## src/rtl/uart_tx_buffer.sv

```systemverilog
// uart_tx_buffer: memory-mapped byte FIFO that drains into MiniUART.
// Ports: clk/clr, Bridge stb/we/addr/wd/rd, irq, uart_wd/uart_we/uart_busy.
module uart_tx_buffer #(
  parameter int AW = 4
) (
  input  logic        clk,
  input  logic        clr,
  input  logic        stb,
  input  logic        we,
  input  logic [1:0]  addr,
  input  logic [31:0] wd,
  output logic [31:0] rd,
  output logic        irq,
  output logic [7:0]  uart_wd,
  output logic        uart_we,
  input  logic        uart_busy
);

  localparam int DEPTH = 1 << AW;

  typedef enum logic [1:0] {
    IDLE,
    SEND,
    HOLD,
    WAIT
  } state_t;

  state_t state_q, state_d;

  logic [7:0]    mem_q [DEPTH];
  logic [AW-1:0] wptr_q, wptr_d;
  logic [AW-1:0] rptr_q, rptr_d;
  logic [AW:0]   cnt_q, cnt_d;
  logic          ovf_q, ovf_d;
  logic          ie_q, ie_d;
  logic [7:0]    thr_q, thr_d;
  logic [7:0]    uwd_q, uwd_d;
  logic          irq_q, irq_d;

  logic wr_en, full, empty;
  logic push, pop, flush;
  logic unused;

  assign unused = ^wd[31:16];

  assign wr_en = stb & we;
  assign full  = (cnt_q == (AW+1)'(DEPTH));
  assign empty = (cnt_q == '0);
  assign flush = wr_en & (addr == 2'd3);
  assign push  = wr_en & (addr == 2'd0) & ~full;
  // Flush discards the FIFO, so nothing is popped that cycle.
  assign pop   = (state_q == IDLE) & ~empty
               & ~uart_busy & ~flush;

  always_comb begin
    state_d = state_q;
    unique case (state_q)
      IDLE: if (pop) state_d = SEND;
      SEND: state_d = HOLD;
      // HOLD ignores busy: the UART raises it a cycle late.
      HOLD: state_d = WAIT;
      WAIT: if (!uart_busy) state_d = IDLE;
    endcase
  end

  always_comb begin
    wptr_d = wptr_q;
    rptr_d = rptr_q;
    cnt_d  = cnt_q;
    ovf_d  = ovf_q;
    ie_d   = ie_q;
    thr_d  = thr_q;
    uwd_d  = uwd_q;
    if (push) wptr_d = wptr_q + AW'(1);
    if (pop) begin
      rptr_d = rptr_q + AW'(1);
      uwd_d  = mem_q[rptr_q];
    end
    unique case ({push, pop})
      2'b10:   cnt_d = cnt_q + (AW+1)'(1);
      2'b01:   cnt_d = cnt_q - (AW+1)'(1);
      default: cnt_d = cnt_q;
    endcase
    if (wr_en & (addr == 2'd0) & full)
      ovf_d = 1'b1;
    if (wr_en & (addr == 2'd1))
      ovf_d = 1'b0;
    if (wr_en & (addr == 2'd2)) begin
      ie_d  = wd[0];
      thr_d = wd[15:8];
    end
    if (flush) begin
      wptr_d = '0;
      rptr_d = '0;
      cnt_d  = '0;
      ovf_d  = 1'b0;
    end
    irq_d = ie_q & (32'(cnt_q) <= 32'(thr_q));
  end

  always_ff @(posedge clk) begin
    if (push) mem_q[wptr_q] <= wd[7:0];
  end

  always_ff @(posedge clk) begin
    if (clr) begin
      state_q <= IDLE;
      wptr_q  <= '0;
      rptr_q  <= '0;
      cnt_q   <= '0;
      ovf_q   <= 1'b0;
      ie_q    <= 1'b0;
      thr_q   <= '0;
      uwd_q   <= '0;
      irq_q   <= 1'b0;
    end else begin
      state_q <= state_d;
      wptr_q  <= wptr_d;
      rptr_q  <= rptr_d;
      cnt_q   <= cnt_d;
      ovf_q   <= ovf_d;
      ie_q    <= ie_d;
      thr_q   <= thr_d;
      uwd_q   <= uwd_d;
      irq_q   <= irq_d;
    end
  end

  always_comb begin
    rd = '0;
    unique case (addr)
      2'd1: begin
        rd[AW:0] = cnt_q;
        rd[16]   = empty;
        rd[17]   = full;
        rd[18]   = ovf_q;
        rd[19]   = (state_q != IDLE);
      end
      2'd2: begin
        rd[0]    = ie_q;
        rd[15:8] = thr_q;
      end
      default: rd = '0;
    endcase
  end

  assign uart_we = (state_q == SEND);
  assign uart_wd = uwd_q;
  assign irq     = irq_q;

endmodule
```

## config.mk

```make
export PLATFORM = sky130hd
export DESIGN_NAME = uart_tx_buffer
export DESIGN_NICKNAME = d
export VERILOG_FILES = /design/src/rtl/uart_tx_buffer.sv
export SDC_FILE = /design/constraint.sdc
export NUM_CORES = 1
export LEC_CHECK = 0
export BUFFER_PORTS_ARGS = -buffer_cell sky130_fd_sc_hd__buf_2
export CAP_MARGIN = 20
export CORE_ASPECT_RATIO = 1.75
export CORE_MARGIN = 1
export CORE_UTILIZATION = 60
export CTS_BUF_LIST = sky130_fd_sc_hd__clkbuf_4
export CTS_CLUSTER_DIAMETER = 100
export CTS_CLUSTER_SIZE = 30
export DETAILED_ROUTE_END_ITERATION = 8
export GPL_ROUTABILITY_DRIVEN = 0
export HOLD_SLACK_MARGIN = 0.08
export PLACE_DENSITY = 0.82
export SLEW_MARGIN = 25
export SYNTH_ARGS = -nofsm -noshare
export SYNTH_HDL_FRONTEND = slang
export SYNTH_SLANG_ARGS = --single-unit
```

## constraint.sdc

```tcl
create_clock -name clk -period 9.5 [get_ports clk]
set_clock_uncertainty 0.2 [all_clocks]
set_input_delay 1.9 -clock clk [delete_from_list [all_inputs] [get_ports clk]]
set_output_delay 1.9 -clock clk [all_outputs]
set_load 0.005 [all_outputs]
```

==> impl_summary.txt <==
----------------------------------------------------
[Global routing]
  Vias in the first global route ... 4075
  First-pass GRT wire length ... between 20 and 25 mm
  Number of antenna violations at the first check in global routing ... 1
  Tot GR Track Use ... 24.1%
  Total grt overflow ... 0
  Pin count of the biggest net entering global routing ... 51

[Die]
  DIE HEIGHT ... about 140 microns
  Die area ... between 0.01 and 0.015 sq mm
  Row Count ... 51
  Die Wd ... about 84 microns
  I/O pins ... 81
  Placeable core region ... around 0.011 sq mm
  Effective utilization at floorplan ... 62.3%

[Logic synthesis]
  Portion of synthesized cell area occupied by the leading cell type ... 54.9%
  Synthesized netlist cell count ... just under 500
  Most common library cells after synthesis ... 128 x sky130_fd_sc_hd__edfxtp_1, 39 x sky130_fd_sc_hd__nor2_1, 35 x sky130_fd_sc_hd__mux2i_1, 35 x sky130_fd_sc_hd__nand2_1, 34 x sky130_fd_sc_hd__dfxtp_1
  Biggest area consumer among synthesized cells ... sky130_fd_sc_hd__edfxtp_1
  Compound-cell area share of the yosys netlist ... 6.79%
  Leading cell types by total area after synthesis ... sky130_fd_sc_hd__edfxtp_1 55%, sky130_fd_sc_hd__dfxtp_1 9.7%, sky130_fd_sc_hd__mux4_2 5.1%
  Most used flip-flop cell after synthesis ... sky130_fd_sc_hd__edfxtp_1
  Cell with the most instances after synthesis ... sky130_fd_sc_hd__edfxtp_1
  Register bit count reported by yosys ... between 150 and 200
  Main combinational cell family by area after synthesis ... multiplexers
  Fraction of the mapped netlist area in simple logic gates ... around 8.5%
  Async SR Flop Fraction ... 0%
  Netlist area before placement ... between 0.007 and 0.008 sq mm
  Sequential-to-total area share from yosys stat ... 64.6%
  Mux share of post-synthesis cell area ... between 10% and 20%
  Number of synthesized flops with an enable pin ... between 100 and 150
  Number of warning messages in the yosys log ... 0
  Synth cell types ... 46
  Synth Area in Adders ... just under 4%
  Post-Syn Area per Cell ... 14.2 sq um
  Xor/xnor share of the synthesized area ... approximately 1.5%

[STA]
  Final max-slew violation count ... 0
  Max Clk Rate ... ~200 MHz
  Tightest slew margin relative to the limit ... roughly 45%
  Transition time at the pin with the least slew margin ... between 800 and 900 ps
  Final setup viols ... 0
  Period Utilization, post-route ... about half
  Post-route minimum period ... approximately 5000 ps
  Total count of hold-check failures in the final report ... 0
  RSZ-0062 raised after global routing ... no
  Setup_tns ... 0 ps

[Clock network]
  Clock Latency Late Sink ... 560 ps
  Clock transition at the registers of the reported paths ... roughly 120 ps
  Root buffer cell ... sky130_fd_sc_hd__clkbuf_4
  CTS tree ... built
  Total clock sinks ... 162
  Buffers from clock root to sink, at most ... 2
  Post-cts gate resize count ... 0
  H-tree level count ... 4
  # hold bufs at CTS ... 0
  Clock buffers created by TritonCTS ... 17
  Number of buffers inserted to repair setup after CTS ... 0

[Routing]
  DRC violation count after routing ... 0
  First-pass iteration count of the detailed router ... 4
  Routed Antenna Nets ... 0
  Vias per Instance ... 5.88
  Wire length after detailed routing ... between 10 and 15 mm
  1st-iter DRT viols ... around 230
  Total number of vias ... ~4000
  Routed wirelength normalized by instance count ... 19.8 microns

[Layout]
  Post-layout net count ... roughly 600
  Post-layout util ... approximately two thirds
  Synth-to-layout area growth ... 7.01%
  Fill cell instance count of the final layout ... around 840
  Register Area ... roughly 0.0045 sq mm
  Multi-input combinational cell area ... between 0.002 and 0.0025 sq mm
  Layout cell share with drive strength beyond 1 ... about a fifth

[Job]
  Count of maximum capacitance violations ... 0

[Critical path]
  Critical path peak fanout ... 11
  Worst setup path category ... primary input to primary output
  Data arrival, critical path ... between 2000 and 3000 ps
  Sort of element at the start of the critical path ... primary input
  Critical Path End Type ... primary output
  Data required time at the worst endpoint ... approximately 7400 ps

[Power]
  Worst VDD drop ... between 100 and 150 uV
  Pwr/cell area ... roughly 160 mW/mm^2
  Leakage dissipation ... 2.52 nW

[Outcome]
  Status ... complete, no violations

[Placement]
  Input/output buffers ... just under 50
  Final HPWL from detailed placement ... between 9 and 10 mm

[Min path]
  Hold Crit Class ... flop to flop

----------------------------------------------------
## power breakdown
part | total, mW | internal (mW) | switching, mW
combinational | 0.107 | 0.0419 | 0.0655
clock | 0.348 | 0.105 | 0.243
sequential | 0.779 | 0.771 | 0.00740
## cells in the final DEF (no fill, tap or decap), types with 13 or more instances in the layout
cell and n:
sky130_fd_sc_hd__conb_1 15, sky130_fd_sc_hd__mux2i_1 35, sky130_fd_sc_hd__edfxtp_1 128, sky130_fd_sc_hd__clkbuf_4 17, sky130_fd_sc_hd__buf_2 49, sky130_fd_sc_hd__nor2_1 39
sky130_fd_sc_hd__a21oi_1 15, sky130_fd_sc_hd__ha_1 22, sky130_fd_sc_hd__o22ai_1 16, sky130_fd_sc_hd__and2_1 13, sky130_fd_sc_hd__nand2_1 35, sky130_fd_sc_hd__mux4_2 16
sky130_fd_sc_hd__inv_1 17, sky130_fd_sc_hd__dfxtp_1 33
## per-stage QoR
step | power (mW) | std cells | setup WS [ps] | hold WS (ps) | area [sq um]
after floorplan | 0.869 | 508 | 4870 | 228 | 7050
after global placement | 0.896 | 649 | 4650 | 255 | 7230
after detailed placement | 0.903 | 649 | 4620 | 255 | 7250
after CTS | 1.24 | 681 | 4610 | 271 | 7490
after global routing | 1.28 | 682 | 4510 | 299 | 7490
final | 1.23 | 682 | 4580 | 272 | 7490
## cell families (layout without fill, tap and decap cells)
family | count (synthesis) | in the layout
AND/OR/NAND/NOR | 125 | 125
other | 1 | 16
flip-flops | 162 | 162
buffers and inverters | 59 | 100
AO/OA/AOI/OAI | 63 | 63
adder cells (fa/ha/maj) | 22 | 22
XOR/XNOR | 11 | 11
multiplexers | 51 | 51
## metal layers
layer	part of all wire [%]	vias to the layer above	wire length, microns	global-route usage (%)
met5	0	-	0	0
met4	4.5	0	603	14.1
met3	3.5	32	478	5.28
met2	55	117	7490	44.4
met1	37	1965	4950	25.2
li1	-	1895	-	-
## final cells by class
cell class / instances / share of cell area, %
timing repair buffer: 51 / 3.47
clock inverter: 15 / 1.42
sequential: 162 / 60.4
antenna: 1 / 0.0334
inverter: 17 / 0.852
tap: 132 / 2.20
multi-input combinational: 287 / 29.9
clock buffer: 17 / 1.70
## critical path, cell delays in order
cell and delay (ps):
sky130_fd_sc_hd__buf_2 120, sky130_fd_sc_hd__inv_1 90, sky130_fd_sc_hd__ha_1 340, sky130_fd_sc_hd__a22oi_1 120, sky130_fd_sc_hd__nor2b_1 130, sky130_fd_sc_hd__buf_2 120
## state kept, by name (all words and copies together) (netlist names)
register	count
ovf_q	1
uart_wd	8
mem_q	128
cnt_q	5
thr_q	8
rptr_q	4
ie_q	1
wptr_q	4
irq	1
state_q	2
## worst paths after layout
check	start	endpoint	slack (ps)	cells after the start
max	addr[0]	rd[0]	4580	6
min	ie_q	irq	270	2
max reg2reg	cnt_q[1]	cnt_q[2]	6220	9
min reg2reg	ie_q	irq	270	2
No activity file was read; power rests on OpenSTA's default activity.
